**src/rtl/mem2axi_pkg.sv**
```systemverilog
// Shared types and AXI constants for the memory-port to AXI4 master bridge.
package mem2axi_pkg;

   typedef enum logic [2:0] {
      IDLE,
      AR,
      R,
      AW_W,
      B
   } state_e;

   localparam logic [2:0] AXI_SIZE_WORD  = 3'b010;
   localparam logic [1:0] AXI_BURST_INCR = 2'b01;

   localparam logic [1:0] RESP_OKAY   = 2'b00;
   localparam logic [1:0] RESP_EXOKAY = 2'b01;
   localparam logic [1:0] RESP_SLVERR = 2'b10;
   localparam logic [1:0] RESP_DECERR = 2'b11;

   // SLVERR and DECERR are the only codes with the upper bit set.
   function automatic logic resp_is_err(input logic [1:0] resp);
      return resp[1];
   endfunction

endpackage

```
**src/rtl/axi_bus.sv**
```systemverilog
// AXI4 bus bundle shared by the bridge and its interconnect neighbours.
interface AXI_BUS #(
   parameter int AXI_ADDR_WIDTH = 32,
   parameter int AXI_DATA_WIDTH = 32,
   parameter int AXI_ID_WIDTH   = 10,
   parameter int AXI_USER_WIDTH = 1
);
   localparam int STRB_WIDTH = AXI_DATA_WIDTH / 8;

   logic [AXI_ID_WIDTH-1:0]   aw_id;
   logic [AXI_ADDR_WIDTH-1:0] aw_addr;
   logic [7:0]                aw_len;
   logic [2:0]                aw_size;
   logic [1:0]                aw_burst;
   logic                      aw_lock;
   logic [3:0]                aw_cache;
   logic [2:0]                aw_prot;
   logic [3:0]                aw_qos;
   logic [3:0]                aw_region;
   logic [AXI_USER_WIDTH-1:0] aw_user;
   logic                      aw_valid;
   logic                      aw_ready;

   logic [AXI_DATA_WIDTH-1:0] w_data;
   logic [STRB_WIDTH-1:0]     w_strb;
   logic                      w_last;
   logic [AXI_USER_WIDTH-1:0] w_user;
   logic                      w_valid;
   logic                      w_ready;

   logic [AXI_ID_WIDTH-1:0]   b_id;
   logic [1:0]                b_resp;
   logic [AXI_USER_WIDTH-1:0] b_user;
   logic                      b_valid;
   logic                      b_ready;

   logic [AXI_ID_WIDTH-1:0]   ar_id;
   logic [AXI_ADDR_WIDTH-1:0] ar_addr;
   logic [7:0]                ar_len;
   logic [2:0]                ar_size;
   logic [1:0]                ar_burst;
   logic                      ar_lock;
   logic [3:0]                ar_cache;
   logic [2:0]                ar_prot;
   logic [3:0]                ar_qos;
   logic [3:0]                ar_region;
   logic [AXI_USER_WIDTH-1:0] ar_user;
   logic                      ar_valid;
   logic                      ar_ready;

   logic [AXI_ID_WIDTH-1:0]   r_id;
   logic [AXI_DATA_WIDTH-1:0] r_data;
   logic [1:0]                r_resp;
   logic                      r_last;
   logic [AXI_USER_WIDTH-1:0] r_user;
   logic                      r_valid;
   logic                      r_ready;

   modport Master (
      output aw_id, aw_addr, aw_len, aw_size, aw_burst, aw_lock, aw_cache, aw_prot,
             aw_qos, aw_region, aw_user, aw_valid,
      input  aw_ready,
      output w_data, w_strb, w_last, w_user, w_valid,
      input  w_ready,
      input  b_id, b_resp, b_user, b_valid,
      output b_ready,
      output ar_id, ar_addr, ar_len, ar_size, ar_burst, ar_lock, ar_cache, ar_prot,
             ar_qos, ar_region, ar_user, ar_valid,
      input  ar_ready,
      input  r_id, r_data, r_resp, r_last, r_user, r_valid,
      output r_ready
   );

   modport Slave (
      input  aw_id, aw_addr, aw_len, aw_size, aw_burst, aw_lock, aw_cache, aw_prot,
             aw_qos, aw_region, aw_user, aw_valid,
      output aw_ready,
      input  w_data, w_strb, w_last, w_user, w_valid,
      output w_ready,
      output b_id, b_resp, b_user, b_valid,
      input  b_ready,
      input  ar_id, ar_addr, ar_len, ar_size, ar_burst, ar_lock, ar_cache, ar_prot,
             ar_qos, ar_region, ar_user, ar_valid,
      output ar_ready,
      output r_id, r_data, r_resp, r_last, r_user, r_valid,
      input  r_ready
   );
endinterface

```
**src/rtl/mem2axi.sv**
```systemverilog
// Core-side req/gnt/rvalid port to single-beat AXI4 master, one access in flight.
// Define MEM2AXI_ERR_EN to add mem_err_o, reporting SLVERR/DECERR responses.
module mem2axi
   import mem2axi_pkg::*;
#(
   parameter int AXI_ADDR_WIDTH = 32,
   parameter int AXI_ID_WIDTH   = 10,
   parameter int AXI_ID         = 0
) (
   input  logic                      clk,
   input  logic                      rst_n,
   input  logic                      mem_req_i,
   output logic                      mem_gnt_o,
   input  logic [AXI_ADDR_WIDTH-1:0] mem_addr_i,
   input  logic                      mem_we_i,
   input  logic [3:0]                mem_be_i,
   input  logic [31:0]               mem_wdata_i,
   output logic                      mem_rvalid_o,
   output logic [31:0]               mem_rdata_o,
`ifdef MEM2AXI_ERR_EN
   output logic                      mem_err_o,
`endif
   AXI_BUS.Master                    master
);

   state_e                    state, state_next;
   logic [AXI_ADDR_WIDTH-1:0] addr_q;
   logic                      we_q;
   logic [3:0]                be_q;
   logic [31:0]               wdata_q;
   logic                      aw_done, w_done;
   logic                      rvalid_q;
   logic [31:0]               rdata_q;
   logic                      ar_valid, r_ready, aw_valid, w_valid, b_ready;
   logic                      aw_hs, w_hs, r_hs, b_hs;

   assign aw_hs = aw_valid & master.aw_ready;
   assign w_hs  = w_valid  & master.w_ready;
   assign r_hs  = r_ready  & master.r_valid;
   assign b_hs  = b_ready  & master.b_valid;

   // Gating with rst_n keeps the grant low while reset is held, not just after an edge.
   assign mem_gnt_o = rst_n & (state == IDLE) & mem_req_i;

   // NOTE: every output of this block gets a default first, so no path infers a latch.
   always_comb begin
      state_next = state;
      ar_valid   = 1'b0;
      r_ready    = 1'b0;
      aw_valid   = 1'b0;
      w_valid    = 1'b0;
      b_ready    = 1'b0;
      case (state)
         IDLE: if (mem_req_i) state_next = mem_we_i ? AW_W : AR;
         AR: begin
            ar_valid = 1'b1;
            if (master.ar_ready) state_next = R;
         end
         R: begin
            r_ready = 1'b1;
            if (master.r_valid) state_next = IDLE;
         end
         AW_W: begin
            aw_valid = ~aw_done;
            w_valid  = ~w_done;
            if ((aw_done | master.aw_ready) & (w_done | master.w_ready)) state_next = B;
         end
         B: begin
            b_ready = 1'b1;
            if (master.b_valid) state_next = IDLE;
         end
         default: state_next = IDLE;
      endcase
   end

   // NOTE: sequential state uses non-blocking assignments so all flops sample pre-edge values.
   always_ff @(posedge clk or negedge rst_n) begin
      if (!rst_n) state <= IDLE;
      else        state <= state_next;
   end

   // NOTE: payload registers are reset as well so the AXI fields never leave reset as X.
   always_ff @(posedge clk or negedge rst_n) begin
      if (!rst_n) begin
         addr_q   <= '0;
         we_q     <= 1'b0;
         be_q     <= '0;
         wdata_q  <= '0;
         aw_done  <= 1'b0;
         w_done   <= 1'b0;
         rvalid_q <= 1'b0;
         rdata_q  <= '0;
      end else begin
         if (mem_gnt_o) begin
            addr_q  <= mem_addr_i;
            we_q    <= mem_we_i;
            be_q    <= mem_be_i;
            wdata_q <= mem_wdata_i;
         end
         if (state == AW_W) begin
            if (state_next == B) begin
               aw_done <= 1'b0;
               w_done  <= 1'b0;
            end else begin
               if (aw_hs) aw_done <= 1'b1;
               if (w_hs)  w_done  <= 1'b1;
            end
         end
         rvalid_q <= r_hs | b_hs;
         if (r_hs) rdata_q <= master.r_data;
      end
   end

`ifdef MEM2AXI_ERR_EN
   logic err_q;

   always_ff @(posedge clk or negedge rst_n) begin
      if (!rst_n)    err_q <= 1'b0;
      else if (r_hs) err_q <= resp_is_err(master.r_resp);
      else if (b_hs) err_q <= resp_is_err(master.b_resp);
   end

   assign mem_err_o = err_q;

   logic unused_fields;
   assign unused_fields = ^{we_q, master.r_id, master.b_id, master.r_last,
                            master.r_user, master.b_user};
`else
   logic unused_fields;
   assign unused_fields = ^{we_q, master.r_id, master.b_id, master.r_last,
                            master.r_user, master.b_user, master.r_resp, master.b_resp};
`endif

   assign mem_rvalid_o = rvalid_q;
   assign mem_rdata_o  = rdata_q;

   assign master.aw_id     = AXI_ID_WIDTH'(AXI_ID);
   assign master.aw_addr   = addr_q;
   assign master.aw_len    = 8'd0;
   assign master.aw_size   = AXI_SIZE_WORD;
   assign master.aw_burst  = AXI_BURST_INCR;
   assign master.aw_lock   = 1'b0;
   assign master.aw_cache  = 4'd0;
   assign master.aw_prot   = 3'd0;
   assign master.aw_qos    = 4'd0;
   assign master.aw_region = 4'd0;
   assign master.aw_user   = '0;
   assign master.aw_valid  = aw_valid;

   assign master.w_data    = wdata_q;
   assign master.w_strb    = be_q;
   assign master.w_last    = 1'b1;
   assign master.w_user    = '0;
   assign master.w_valid   = w_valid;

   assign master.b_ready   = b_ready;

   assign master.ar_id     = AXI_ID_WIDTH'(AXI_ID);
   assign master.ar_addr   = addr_q;
   assign master.ar_len    = 8'd0;
   assign master.ar_size   = AXI_SIZE_WORD;
   assign master.ar_burst  = AXI_BURST_INCR;
   assign master.ar_lock   = 1'b0;
   assign master.ar_cache  = 4'd0;
   assign master.ar_prot   = 3'd0;
   assign master.ar_qos    = 4'd0;
   assign master.ar_region = 4'd0;
   assign master.ar_user   = '0;
   assign master.ar_valid  = ar_valid;

   assign master.r_ready   = r_ready;

endmodule

```
**src/flat_wrapper.sv**
```systemverilog
// flat-port wrapper written by rule: the top's interface ports become plain ports
module mem2axi_flat import mem2axi_pkg::*;
#(
   parameter int AXI_ADDR_WIDTH = 32,
   parameter int AXI_ID_WIDTH   = 10,
   parameter int AXI_ID         = 0
)
  (clk, rst_n, mem_req_i, mem_gnt_o, mem_addr_i, mem_we_i, mem_be_i, mem_wdata_i, mem_rvalid_o, mem_rdata_o, master_aw_id, master_aw_addr, master_aw_len, master_aw_size, master_aw_burst, master_aw_lock, master_aw_cache, master_aw_prot, master_aw_qos, master_aw_region, master_aw_user, master_aw_valid, master_aw_ready, master_w_data, master_w_strb, master_w_last, master_w_user, master_w_valid, master_w_ready, master_b_id, master_b_resp, master_b_user, master_b_valid, master_b_ready, master_ar_id, master_ar_addr, master_ar_len, master_ar_size, master_ar_burst, master_ar_lock, master_ar_cache, master_ar_prot, master_ar_qos, master_ar_region, master_ar_user, master_ar_valid, master_ar_ready, master_r_id, master_r_data, master_r_resp, master_r_last, master_r_user, master_r_valid, master_r_ready);
  AXI_BUS #(.AXI_ADDR_WIDTH(AXI_ADDR_WIDTH), .AXI_DATA_WIDTH(32), .AXI_ID_WIDTH(AXI_ID_WIDTH), .AXI_USER_WIDTH(1)) master_i ();
  input  logic clk;
  input  logic rst_n;
  input  logic mem_req_i;
  output logic mem_gnt_o;
  input  logic [AXI_ADDR_WIDTH-1:0] mem_addr_i;
  input  logic mem_we_i;
  input  logic [3:0] mem_be_i;
  input  logic [31:0] mem_wdata_i;
  output logic mem_rvalid_o;
  output logic [31:0] mem_rdata_o;
  output wire logic [$bits(master_i.aw_id)-1:0] master_aw_id;
  output wire logic [$bits(master_i.aw_addr)-1:0] master_aw_addr;
  output wire logic [$bits(master_i.aw_len)-1:0] master_aw_len;
  output wire logic [$bits(master_i.aw_size)-1:0] master_aw_size;
  output wire logic [$bits(master_i.aw_burst)-1:0] master_aw_burst;
  output wire logic [$bits(master_i.aw_lock)-1:0] master_aw_lock;
  output wire logic [$bits(master_i.aw_cache)-1:0] master_aw_cache;
  output wire logic [$bits(master_i.aw_prot)-1:0] master_aw_prot;
  output wire logic [$bits(master_i.aw_qos)-1:0] master_aw_qos;
  output wire logic [$bits(master_i.aw_region)-1:0] master_aw_region;
  output wire logic [$bits(master_i.aw_user)-1:0] master_aw_user;
  output wire logic [$bits(master_i.aw_valid)-1:0] master_aw_valid;
  input wire logic [$bits(master_i.aw_ready)-1:0] master_aw_ready;
  output wire logic [$bits(master_i.w_data)-1:0] master_w_data;
  output wire logic [$bits(master_i.w_strb)-1:0] master_w_strb;
  output wire logic [$bits(master_i.w_last)-1:0] master_w_last;
  output wire logic [$bits(master_i.w_user)-1:0] master_w_user;
  output wire logic [$bits(master_i.w_valid)-1:0] master_w_valid;
  input wire logic [$bits(master_i.w_ready)-1:0] master_w_ready;
  input wire logic [$bits(master_i.b_id)-1:0] master_b_id;
  input wire logic [$bits(master_i.b_resp)-1:0] master_b_resp;
  input wire logic [$bits(master_i.b_user)-1:0] master_b_user;
  input wire logic [$bits(master_i.b_valid)-1:0] master_b_valid;
  output wire logic [$bits(master_i.b_ready)-1:0] master_b_ready;
  output wire logic [$bits(master_i.ar_id)-1:0] master_ar_id;
  output wire logic [$bits(master_i.ar_addr)-1:0] master_ar_addr;
  output wire logic [$bits(master_i.ar_len)-1:0] master_ar_len;
  output wire logic [$bits(master_i.ar_size)-1:0] master_ar_size;
  output wire logic [$bits(master_i.ar_burst)-1:0] master_ar_burst;
  output wire logic [$bits(master_i.ar_lock)-1:0] master_ar_lock;
  output wire logic [$bits(master_i.ar_cache)-1:0] master_ar_cache;
  output wire logic [$bits(master_i.ar_prot)-1:0] master_ar_prot;
  output wire logic [$bits(master_i.ar_qos)-1:0] master_ar_qos;
  output wire logic [$bits(master_i.ar_region)-1:0] master_ar_region;
  output wire logic [$bits(master_i.ar_user)-1:0] master_ar_user;
  output wire logic [$bits(master_i.ar_valid)-1:0] master_ar_valid;
  input wire logic [$bits(master_i.ar_ready)-1:0] master_ar_ready;
  input wire logic [$bits(master_i.r_id)-1:0] master_r_id;
  input wire logic [$bits(master_i.r_data)-1:0] master_r_data;
  input wire logic [$bits(master_i.r_resp)-1:0] master_r_resp;
  input wire logic [$bits(master_i.r_last)-1:0] master_r_last;
  input wire logic [$bits(master_i.r_user)-1:0] master_r_user;
  input wire logic [$bits(master_i.r_valid)-1:0] master_r_valid;
  output wire logic [$bits(master_i.r_ready)-1:0] master_r_ready;
  assign master_aw_id = master_i.aw_id;
  assign master_aw_addr = master_i.aw_addr;
  assign master_aw_len = master_i.aw_len;
  assign master_aw_size = master_i.aw_size;
  assign master_aw_burst = master_i.aw_burst;
  assign master_aw_lock = master_i.aw_lock;
  assign master_aw_cache = master_i.aw_cache;
  assign master_aw_prot = master_i.aw_prot;
  assign master_aw_qos = master_i.aw_qos;
  assign master_aw_region = master_i.aw_region;
  assign master_aw_user = master_i.aw_user;
  assign master_aw_valid = master_i.aw_valid;
  assign master_i.aw_ready = master_aw_ready;
  assign master_w_data = master_i.w_data;
  assign master_w_strb = master_i.w_strb;
  assign master_w_last = master_i.w_last;
  assign master_w_user = master_i.w_user;
  assign master_w_valid = master_i.w_valid;
  assign master_i.w_ready = master_w_ready;
  assign master_i.b_id = master_b_id;
  assign master_i.b_resp = master_b_resp;
  assign master_i.b_user = master_b_user;
  assign master_i.b_valid = master_b_valid;
  assign master_b_ready = master_i.b_ready;
  assign master_ar_id = master_i.ar_id;
  assign master_ar_addr = master_i.ar_addr;
  assign master_ar_len = master_i.ar_len;
  assign master_ar_size = master_i.ar_size;
  assign master_ar_burst = master_i.ar_burst;
  assign master_ar_lock = master_i.ar_lock;
  assign master_ar_cache = master_i.ar_cache;
  assign master_ar_prot = master_i.ar_prot;
  assign master_ar_qos = master_i.ar_qos;
  assign master_ar_region = master_i.ar_region;
  assign master_ar_user = master_i.ar_user;
  assign master_ar_valid = master_i.ar_valid;
  assign master_i.ar_ready = master_ar_ready;
  assign master_i.r_id = master_r_id;
  assign master_i.r_data = master_r_data;
  assign master_i.r_resp = master_r_resp;
  assign master_i.r_last = master_r_last;
  assign master_i.r_user = master_r_user;
  assign master_i.r_valid = master_r_valid;
  assign master_r_ready = master_i.r_ready;
  mem2axi #(.AXI_ADDR_WIDTH(AXI_ADDR_WIDTH), .AXI_ID_WIDTH(AXI_ID_WIDTH), .AXI_ID(AXI_ID)) u_core (.clk(clk), .rst_n(rst_n), .mem_req_i(mem_req_i), .mem_gnt_o(mem_gnt_o), .mem_addr_i(mem_addr_i), .mem_we_i(mem_we_i), .mem_be_i(mem_be_i), .mem_wdata_i(mem_wdata_i), .mem_rvalid_o(mem_rvalid_o), .mem_rdata_o(mem_rdata_o), .master(master_i));
endmodule
```
**config.mk**
```make
export PLATFORM = sky130hd
export DESIGN_NAME = mem2axi_flat
export DESIGN_NICKNAME = d
export VERILOG_FILES = /design/src/rtl/mem2axi_pkg.sv /design/src/rtl/axi_bus.sv /design/src/rtl/mem2axi.sv /design/src/flat_wrapper.sv
export SDC_FILE = /design/constraint.sdc
export NUM_CORES = 1
export LEC_CHECK = 0
export ABC_AREA = 0
export BUFFER_PORTS_ARGS = -buffer_cell sky130_fd_sc_hd__buf_4
export CAP_MARGIN = 40
export CELL_PAD_IN_SITES_DETAIL_PLACEMENT = 1
export CELL_PAD_IN_SITES_GLOBAL_PLACEMENT = 2
export CORE_AREA = 2 2 157 159
export DETAILED_ROUTE_END_ITERATION = 12
export DIE_AREA = 0 0 159 161
export PLACE_DENSITY_LB_ADDON = 0.1
export SKIP_LAST_GASP = 1
export SLEW_MARGIN = 20
export SYNTH_ARGS = -nofsm -noshare
export SYNTH_HDL_FRONTEND = slang
export SYNTH_SLANG_ARGS = --single-unit
```
**constraint.sdc**
```tcl
create_clock -name clk -period 1.7 [get_ports clk]
set_clock_uncertainty 0.15 [all_clocks]
set_input_delay 0.085 -clock clk [delete_from_list [all_inputs] [get_ports clk]]
set_output_delay 0.085 -clock clk [all_outputs]
set_load 0.02 [all_outputs]
```
==> results.json <==
{
  "area_delta_synth_final_pct": 74.6,
  "grt_pass1_vias": 4074,
  "synth_seq_cells": 106,
  "ioPinCount": 357,
  "relSlewSlack_pct": 59.2,
  "start_kind": "register",
  "ff2ff_setup_slack_ns": -0.09,
  "violations": "setup timing",
  "switching_share_pct": 39.1,
  "root_buffer": "clkbuf_16",
  "grt_max_degree": 107,
  "worstRegToRegCells": 5,
  "fin_crit_sh_pct": 105,
  "maxCapViolCount": 0,
  "synthCells": 363,
  "intPower_w": 0.00930,
  "overflow": 0,
  "syn_avg_cell_area_um2": 13.6,
  "die_x_um": 159,
  "cp-end-kind": "register",
  "antenna_found_initial": 0,
  "drv_slew": 0,
  "critPathSlowestCell": "dfrtp_1",
  "clkTransAtPathRegs_ns": 0.08,
  "cts_sinks": 106,
  "crit_type": "register to register",
  "startpoint": "u_core.state[1]",
  "cellPowerDensity_nw_per_um2": 1770,
  "placed_cell_area_um2": 6770,
  "drt_iter0_drc": 79,
  "utilization_pct": 35.9,
  "setup_ws_ns": -0.0921,
  "crit_fanout": 10,
  "crit_end": "u_core.master.ar_addr[16]",
  "grt_pass1_wl_um": 23900,
  "fp-row-count": 57,
  "cts_tree": "done",
  "synth.top_cell.area_share_pct": 53.8,
  "ant_nets": 0,
  "dr.pass1.iters": 4,
  "wl_um": 15700,
  "cp_common_cell": "buf_12",
  "p_sw_w": 0.00598,
  "cp_data_arrival_time_ns": 1.88,
  "vias": 3776,
  "yosysTopAreaCell": "dfrtp_1",
  "pre_cts_slack_ns": -0.0877,
  "pwr-share-seq_pct": 30.4,
  "n_fill_cell": 2676,
  "placed_cells": 903,
  "hold_class": "primary input to register",
  "ys_types": 22,
  "synth_area_leaders": "dfrtp_1 54%, mux2_2 21%, buf_4 18%, mux2_1 2.1%, buf_6 0.91%",
  "viasPerCell": 3.62,
  "slowest_delay_ns": 0.43,
  "tightest_slew_ns": 0.612,
  "die_h_um": 161,
  "finalNetCount": 849,
  "clkPwrFrac_pct": 13.6,
  "n_antenna_cell": 0,
  "rr_startpoint": "u_core.state[1]",
  "status": "complete, but fails checks",
  "io_buffers": 247,
  "p_leak_nw": 4.17,
  "fin_crit_ns": 1.79,
  "syn_area_um2": 4930,
  "design_area_um2": 8610,
  "rsz0062_at_grt": "yes",
  "crit_chain": "nor4_4, buf_12, buf_12, clkbuf_16, mux2_2",
  "place_hpwl_um": 10600,
  "combPwrFrac_pct": 56.0,
  "vdd_drop_max_mv": 0.540,
  "place.gp.congestion": 0.715,
  "fin_cells": 1042,
  "hold_viol": 0,
  "die-area_um2": 25600,
  "wl_per_cell_um": 15.1,
  "ys_warn_count": 0,
  "crit_required_ns": 1.79,
  "fp.coreArea_um2": 24000,
  "cts_buffer_depth": 2,
  "start_util_pct": 20.6,
  "ys_seq_area_share_pct": 53.8,
  "post-route-drc-count": 0,
  "setup_viol": 85,
  "timing.rr.end": "u_core.master.ar_addr[16]",
  "htree_levels": 3,
  "layout-drive-gt1-share_pct": 56.3,
  "timing.hold.ws_ns": 0.150,
  "cts_buffers": 9,
  "clock.fmax_mhz": 558,
  "insertion_delay_ns": 0.34,
  "grt_use_total_pct": 11.9
}
==> stage by stage <==
stage | total power (W) | setup TNS, ns
5_1_grt | 0.0162 | -10.67
3_5_place_dp | 0.0123 | -3.56
6_report | 0.0153 | -3.81
2_1_floorplan | 0.00940 | -3.80
3_3_place_gp | 0.0122 | -3.09
4_1_cts | 0.0152 | -6.69
==> registers in the layout, indices dropped and copies added (netlist names) <==
name and flops:
u_core.master.ar_addr 32, u_core.master.w_data 32, u_core.mem_rdata_o 32, u_core.master.w_strb 4
u_core.state 3, u_core.aw_done 1, u_core.mem_rvalid_o 1, u_core.w_done 1
==> worst max-delay path, delay by kind of cell, from the launching register on <==
family	cells	cell delay (ns)
buffers and inverters	3	0.46
DFF	1	0.43
muxes	1	0.33
and+or+nand+nor	1	0.31
==> synthesized netlist by cell type <==
cell and count:
a21o_1 3, a21oi_1 3, and2_1 2, and3b_1 1, buf_2 6, buf_4 117
buf_6 4, conb_1 2, dfrtp_1 106, inv_1 2, mux2_1 9, mux2_2 91
mux4_2 1, nand2_1 1, nand2b_1 2, nand3_1 1, nand3b_1 1, nor2_1 5
nor2b_1 1, nor3b_1 3, nor4_4 1, o22ai_1 1
==> worst min path at each step <==
stage / end / slack [ns] / cells past startpoint / startpoint
after floorplan: u_core.aw_done / -0.36 / 0 / rst_n
after global placement: u_core.state[1] / 0.11 / 2 / rst_n
after detailed placement: u_core.state[1] / 0.11 / 2 / rst_n
after CTS: u_core.state[1] / 0.13 / 4 / mem_we_i
after global routing: u_core.state[1] / 0.16 / 4 / mem_we_i
final: u_core.state[1] / 0.15 / 4 / mem_we_i
==> routing by layer <==
layer	part of all wire, %	global-route usage, %
met5	0	0
met4	0.43	2.52
met3	7.8	4.42
met2	50	20.3
met1	42	14.4
==> cell usage in the layout, fill, tap and decap left out <==
cell,netlist,layout
buf_4,117,254
dlygate4sd3_1,0,106
dfrtp_1,106,104
conb_1,2,82
mux2_2,91,59
mux2_4,0,41
clkbuf_16,0,11
buf_6,4,9
buf_12,0,7
buf_16,0,6
nor2_1,5,5
a21o_1,3,3
a21oi_1,3,3
nor3b_4,0,2
inv_1,2,2
nand2b_1,2,2
clkinvlp_4,0,2
buf_8,0,2
dfrtp_2,0,2
nor3b_2,0,1
and2_1,2,1
o22ai_1,1,1
mux4_2,1,1
nor2b_1,1,1
nand3_1,1,1
nand3b_1,1,1
and2_4,0,1
nand2_1,1,1
nor4_4,1,1
and3b_1,1,1
inv_8,0,1
clkinv_2,0,1
clkinv_4,0,1
inv_6,0,1
clkbuf_8,0,1
==> area by class of cell <==
| cell class | instances | area (um^2) | share of cell area, % |
|---|---|---|---|
| clock inverters | 6 | 48.8 | 0.567 |
| multi-input cells | 208 | 1800 | 20.9 |
| inverters | 2 | 7.51 | 0.0872 |
| flip-flops and latches | 106 | 2660 | 30.8 |
| well taps | 324 | 405 | 4.71 |
| clock buffers | 10 | 239 | 2.77 |
| repair buffers | 386 | 3450 | 40.1 |
==> logic make-up (layout without fill, tap and decap cells) <==
group	after synthesis	count (layout)	synth area share, %
buf+inv	129	404	19.5
other cells	2	82	0.152
simple gates	18	18	2.41
mux	101	101	23.3
flops	106	106	53.8
compound gates	7	7	0.888
==> power by group through the flow <==
stage                     Sequential [W]  Combinational, W  Clock, W
after CTS                        0.00465           0.00830   0.00222
after detailed placement         0.00468           0.00762         0
after global placement           0.00464           0.00758         0
after floorplan                  0.00607           0.00333         0
final                            0.00465           0.00855   0.00207
after global routing             0.00487           0.00904   0.00231
==> timing repair <==
action,in CTS,in global routing
setup endpoints to repair,89,96
hold endpoints to repair,211,0
buffers inserted,8,5
hold buffers,106,0
gates cloned,4,2
pin swaps,2,3
gates resized for setup,23,34
Power figures use the tool's default switching activity.
